--- src/rtl/acc_proc_core.sv ---
// Multi-cycle accumulator soft-processor: fetch/decode/execute FSM, internal data RAM, external ROM.
// Define ACC_PROC_SAT_EN for saturating ADD/SUB and the sticky flag_v output.
module acc_proc_core #(
  parameter int DATA_W    = 14,
  parameter int ADDR_W    = 8,
  parameter int RAM_DEPTH = 256,
  parameter int KEY_W     = 7
) (
  input  logic              clk,
  input  logic              reset,
  input  logic [KEY_W-1:0]  key_in,
  output logic [ADDR_W-1:0] instr_addr,
  input  logic [ADDR_W+3:0] instr_data,
  output logic [DATA_W-1:0] out,
  output logic [ADDR_W-1:0] pc,
  output logic              flag_z,
  output logic              flag_n,
  output logic              halted
`ifdef ACC_PROC_SAT_EN
  ,
  output logic              flag_v
`endif
);

  typedef enum logic [1:0] {S_FETCH, S_DECODE, S_EXEC, S_HALT} state_t;

  localparam logic [3:0] OP_LDA = 4'h1, OP_STA = 4'h2, OP_ADD = 4'h3, OP_SUB = 4'h4;
  localparam logic [3:0] OP_AND = 4'h5, OP_OR  = 4'h6, OP_XOR = 4'h7, OP_LDI = 4'h8;
  localparam logic [3:0] OP_IN  = 4'h9, OP_JMP = 4'hA, OP_JZ  = 4'hB, OP_JN  = 4'hC;
  localparam logic [3:0] OP_OUT = 4'hD, OP_HALT = 4'hE;

  localparam int RAM_AW = (RAM_DEPTH > 1) ? $clog2(RAM_DEPTH) : 1;
  localparam logic [ADDR_W:0] DEPTH_L = (ADDR_W+1)'(RAM_DEPTH);

  state_t                    state, state_nxt;
  logic [ADDR_W+3:0]         ir;
  logic signed [DATA_W-1:0]  acc, acc_nxt, rdata;
  logic                      acc_we, br_taken;
  logic [3:0]                op;
  logic [ADDR_W-1:0]         opnd;
  logic signed [ADDR_W-1:0]  opnd_s;
  logic                      in_range;
  logic [RAM_AW-1:0]         ram_idx;
  logic signed [DATA_W-1:0]  mem [RAM_DEPTH];

`ifdef ACC_PROC_SAT_EN
  logic signed [DATA_W:0]    sum;
  logic                      sat_hit;

  function automatic logic signed [DATA_W-1:0] sat_fn(input logic signed [DATA_W:0] s);
    if (s[DATA_W] != s[DATA_W-1])
      return s[DATA_W] ? {1'b1, {(DATA_W-1){1'b0}}} : {1'b0, {(DATA_W-1){1'b1}}};
    return s[DATA_W-1:0];
  endfunction
`endif

  assign op         = ir[ADDR_W+3:ADDR_W];
  assign opnd       = ir[ADDR_W-1:0];
  assign opnd_s     = opnd;
  assign in_range   = {1'b0, opnd} < DEPTH_L;
  assign ram_idx    = opnd[RAM_AW-1:0];
  assign instr_addr = pc;
  assign flag_z     = (acc == '0);
  assign flag_n     = acc[DATA_W-1];
  assign halted     = (state == S_HALT);

  always_comb begin
    state_nxt = state;
    case (state)
      S_FETCH:  state_nxt = S_DECODE;
      S_DECODE: state_nxt = S_EXEC;
      S_EXEC:   state_nxt = (op == OP_HALT) ? S_HALT : S_FETCH;
      default:  state_nxt = S_HALT;
    endcase
  end

  // Execute-stage result; only meaningful while state == S_EXEC
  always_comb begin
    acc_we   = 1'b0;
    acc_nxt  = acc;
    br_taken = 1'b0;
`ifdef ACC_PROC_SAT_EN
    sum      = '0;
    sat_hit  = 1'b0;
`endif
    case (op)
      OP_LDA: begin acc_we = 1'b1; acc_nxt = rdata; end
      OP_ADD, OP_SUB: begin
        acc_we = 1'b1;
`ifdef ACC_PROC_SAT_EN
        if (op == OP_SUB) sum = $signed({acc[DATA_W-1], acc}) - $signed({rdata[DATA_W-1], rdata});
        else              sum = $signed({acc[DATA_W-1], acc}) + $signed({rdata[DATA_W-1], rdata});
        acc_nxt = sat_fn(sum);
        sat_hit = sum[DATA_W] ^ sum[DATA_W-1];
`else
        acc_nxt = (op == OP_SUB) ? acc - rdata : acc + rdata;
`endif
      end
      OP_AND: begin acc_we = 1'b1; acc_nxt = acc & rdata; end
      OP_OR:  begin acc_we = 1'b1; acc_nxt = acc | rdata; end
      OP_XOR: begin acc_we = 1'b1; acc_nxt = acc ^ rdata; end
      OP_LDI: begin acc_we = 1'b1; acc_nxt = DATA_W'(opnd_s); end
      OP_IN:  begin acc_we = 1'b1; acc_nxt = DATA_W'(key_in); end
      OP_JMP: br_taken = 1'b1;
      OP_JZ:  br_taken = flag_z;
      OP_JN:  br_taken = flag_n;
      default: ;
    endcase
  end

  always_ff @(posedge clk or negedge reset) begin
    if (!reset) begin
      state <= S_FETCH;
      pc    <= '0;
      ir    <= '0;
      acc   <= '0;
      out   <= '0;
`ifdef ACC_PROC_SAT_EN
      flag_v <= 1'b0;
`endif
    end else begin
      state <= state_nxt;
      case (state)
        S_FETCH: begin
          ir <= instr_data;
          pc <= pc + ADDR_W'(1);
        end
        S_EXEC: begin
          if (acc_we)        acc <= acc_nxt;
          if (op == OP_OUT)  out <= acc;
          if (br_taken)      pc  <= opnd;
`ifdef ACC_PROC_SAT_EN
          if (op == OP_LDI)  flag_v <= 1'b0;
          else if (sat_hit)  flag_v <= 1'b1;
`endif
        end
        default: ;
      endcase
    end
  end

  // Data RAM: not reset; write is gated by the async-reset state so an aborted STA is lost
  always_ff @(posedge clk) begin
    if (state == S_DECODE)
      rdata <= in_range ? mem[ram_idx] : '0;
    if (state == S_EXEC && op == OP_STA && in_range)
      mem[ram_idx] <= acc;
  end

endmodule
--- config.mk ---
export PLATFORM = sky130hd
export DESIGN_NAME = acc_proc_core
export DESIGN_NICKNAME = d
export VERILOG_FILES = /design/src/rtl/acc_proc_core.sv
export SDC_FILE = /design/constraint.sdc
export NUM_CORES = 2
export LEC_CHECK = 0
export CORE_MARGIN = 3
export CORE_UTILIZATION = 29
export CTS_CLUSTER_DIAMETER = 80
export DETAILED_ROUTE_END_ITERATION = 10
export HOLD_SLACK_MARGIN = 0.05
export SLEW_MARGIN = 10
export SYNTH_ARGS = -nofsm -noshare
export SYNTH_HDL_FRONTEND = slang
export SYNTH_SLANG_ARGS = --single-unit
--- constraint.sdc ---
create_clock -name clk -period 5.65 [get_ports clk]
set_clock_uncertainty 0.2 [all_clocks]
set_input_delay 1.4125 -clock clk [delete_from_list [all_inputs] [get_ports clk]]
set_output_delay 1.4125 -clock clk [all_outputs]
set_load 0.05 [all_outputs]
==> summary by stage <==
Outcome
The flow ran to the end, and the final reports show no timing, DRC or antenna violations.

Floorplan
54 I/O pins were placed. The initial standard-cell utilization of the core is 0.2921. The chip height is 704.2 um. The standard-cell row count is 255. The standard cell core area is 484000 um2. The width of the chip is 704.2 um.

The floorplan die area is 495900 um2.

Detailed routing
The number of violations reported at the end of detailed-routing iteration 0 is 9742. Summed over all layers, the routed wires come to 394800 um. The number of antenna-violating nets in the routed design is 0. The detailed-routing iteration count for the pre-antenna-repair pass is 7. Using the TritonRoute via totals, the vias-per-cell ratio works out to 5.214. In the final routed layout, each cell accounts on average for 28.86 um. The routed layout has 71310 vias.

In the routed design, unresolved DRC markers number 0.

Setup path
STA classifies the critical path endpoint as a flip-flop. The library cell appearing most often on the critical path is buf_12. The type of the worst setup path is reg2reg. Data on the critical path is required at its endpoint by 6.08 ns. The peak fanout along the critical path is 39. At the worst endpoint, the arrival time is 5.44 ns.

The cell with the largest stage delay on the worst path is dfrtp_4. The signal on the critical path passes through buf_12, buf_12, mux4_2, a221oi_1, o221ai_1, a22oi_1, o211ai_1. The worst setup path is launched from a flip-flop. For this run, the slowest stage of the critical path takes 1.01 ns.

Clocking
TritonCTS built the clock tree. The root cell of the clock tree is clkbuf_16. The clock insertion delay at the later pin of the skew report is 0.95 ns. The tree built by TritonCTS fans out to 3648 sinks. The clock-pin slew on the worst setup and hold paths is 0.06 ns. The number of levels in the clock H-tree is 5.

The largest buffer count on any clock path is 4. The number of setup buffers added after CTS is 0. The post-cts sizing count is 0. In this run, post-CTS hold repair placed 0 buffers. Clock tree synthesis inserted a total of 374 buffers.

Yosys
Of the synthesized area, sequential elements account for 0.7731. The number of enable flip-flop cells after synthesis is 3598. For this run, asynchronously set or reset flops after synthesis account for 0.01371. The post-synthesis instance total is 6347.

The mapped cell area is 141400 um2. Dividing the synthesized area by the synthesized cell count gives 22.27 um2. Among all flip-flop cells after synthesis, the most frequent one is edfxtp_1. Yosys printed 0 warnings.

The count of state elements after synthesis is 3648. When the netlist entered floorplanning its net count stood at 6412. The count of unique library cells instantiated by Yosys is 61.

Timing
The final worst slack is 0.6334 ns. For this run, the top clock speed supported by timing is 0.1993 GHz. Setup violations remaining at the end of the flow were counted as 0. Adding up every negative setup slack in the final design gives 0 ns.

The relative slew slack is 0.1457. The final number of hold-violating endpoints came to 0. The final cycle utilization of the critical path is 0.8879.

The worst-margin pin slew is 1.279 ns. The count of final max-slew check failures is 0. Setup repair after global routing left no endpoint under its margin. The clock period could shrink to 5.017 ns.

Cells and area
Once layout is complete, the utilization of the core stands at 0.3403. In the final layout, the share of cells above drive strength 1 is 0.2889. The net count reported at finish is 7007.

The fill cell total of the finished layout is 44530. The area growth from synthesis to layout is 16.52%.

Flow run
Max-cap violations in this run came to 0.

Placement
The final weighted congestion in routability-driven placement is 0.8855. OpenSTA, run right after detailed placement, puts the worst setup slack at 0.7312 ns. The placed wire-length estimate after detailed placement is 237900 um. The number of buffers inserted by port buffering is 53.

Worst hold path
The worst hold path belongs to the class reg2reg.

Pwr
The highest ir drop seen on vdd is 515.4 uV. The leakage power of the design is 51.13 nW. For this design the ratio of total power to cell area is 533.2 nW/um2.

Global route
For this run, the total global-route usage over all layers was measured as 0.1549. The number of global-route vias before repair is 71130. The maximum number of pins on one net before global-route repair is 242. After global routing the overflow that remains totals 0. The first global-routing pass estimated 556400 um of wire. The initial antenna violation count was 11.
-- placed cells by master, fill, tap and decap left out, types with 27 or more instances in the layout --
cell type	count
inv_1	40
a21oi_1	80
buf_12	39
mux2i_1	61
clkdlybuf4s50_1	52
nor3_1	27
mux4_2	964
clkinv_2	59
a22oi_1	117
clkinv_1	90
a22o_1	80
nand2_1	118
bufinv_16	27
nand3_1	31
a221oi_1	78
mux2_2	36
clkbuf_16	378
buf_4	499
o21ai_0	57
ha_1	43
nor2_1	315
dfrtp_1	30
clkbuf_1	84
edfxtp_1	3598
o22ai_1	45
-- layout make-up --
| type | instances | area [um2] | area share |
|---|---|---|---|
| Antenna cell | 7 | 17.52 | 0.0001063 |
| Clock buffer | 466 | 9829 | 0.05967 |
| Clock inverter | 213 | 2024 | 0.01229 |
| Inverter | 41 | 161.4 | 0.0009798 |
| Multi-Input combinational cell | 2285 | 30220 | 0.1834 |
| Sequential cell | 3648 | 109400 | 0.6639 |
| Tap cell | 6425 | 8039 | 0.04880 |
| Timing Repair Buffer | 592 | 5080 | 0.03084 |
-- per-stage QoR --
step	total power [mW]	instances	hold WS (ns)	cell area, um2
finish	87.83	13680	0.3088	164700
global route	90.68	13670	0.3430	164700
CTS	88.18	13670	0.3134	164700
detailed placement	64.34	12990	0.3000	152800
global placement	63.89	12990	0.2935	152800
floorplan	52.54	6347	0.3926	141400
-- report_power, final --
part           internal, mW  switching [mW]
Sequential             34.0            1.47
Combinational          10.2            18.2
Clock                  13.6            10.3
Total                  57.8            30.0
-- cells by family after synthesis --
logic type / share of synthesized area
AOI/OAI and AO/OA: 0.02883
adders and majority gates: 0.003947
muxes: 0.1608
DFF: 0.7731
buffers and inverters: 0.01395
and+or+nand+nor: 0.01805
xor gates and xnor gates: 0.001363
-- routing by layer --
layer	GRT usage	wire (um)
met3	0.03643	39540
met2	0.2420	183200
met1	0.2102	155700
met5	0.002403	183
met4	0.05867	16150
-- synth_stat cells, drive strengths merged, types with 3 or more instances --
master	n	area (um2)
a211oi	10	75.07
a21o	4	30.03
a21oi	80	400.4
a221oi	78	683.2
a22o	80	700.7
a22oi	117	878.3
a31oi	9	56.30
a32oi	5	43.79
and2	5	31.28
buf	187	1120
clkbuf	186	698.2
dfrtp	50	1251
edfxtp	3598	108000
ha	43	538.0
inv	41	153.9
mux2	36	405.4
mux2i	61	610.6
mux4	964	21710
nand2	125	469.2
nand2b	16	100.1
nand3	34	170.2
nand4	12	75.07
nor2	317	1190
nor2b	24	150.1
nor3	29	145.1
nor4	13	81.33
o211ai	9	67.56
o21ai	59	295.3
o221ai	19	166.4
o22a	6	52.55
o22ai	48	300.3
o311ai	3	26.28
o31ai	11	82.58
o32ai	11	96.34
or3	8	50.05
xnor2	15	131.4
xor2	7	61.31
-- critical path, delay by kind of cell (launching register included) --
family,cells,cell delay [ns]
flops,1,1.01
compound gates,4,2.10
mux,1,0.55
buf+inv,2,0.70
-- sequential cells by signal, summed over array words and instances, names as in the netlist --
name and flops:
mem 3584, acc 14, out 14, rdata 14
ir 12, instr_addr 8, state 2
-- final timing paths --
path | from | slack, ns | cells after the start | endpoint
worst max register to register | ir[0]$_DFFE_PN0P_ | 0.63 | 7 | rdata[2]$_DFFE_PN_
worst min register to register | out[13]$_DFFE_PN0P_ | 0.31 | 1 | out[13]$_DFFE_PN0P_
worst min-delay path | out[13]$_DFFE_PN0P_ | 0.31 | 1 | out[13]$_DFFE_PN0P_
max in group asynchronous | reset | 4.29 | 2 | acc[11]$_DFFE_PN0P_
min in group asynchronous | reset | 0.40 | 2 | out[7]$_DFFE_PN0P_
worst max-delay path | ir[0]$_DFFE_PN0P_ | 0.63 | 7 | rdata[2]$_DFFE_PN_
No activity file was read; power rests on OpenSTA's default activity.
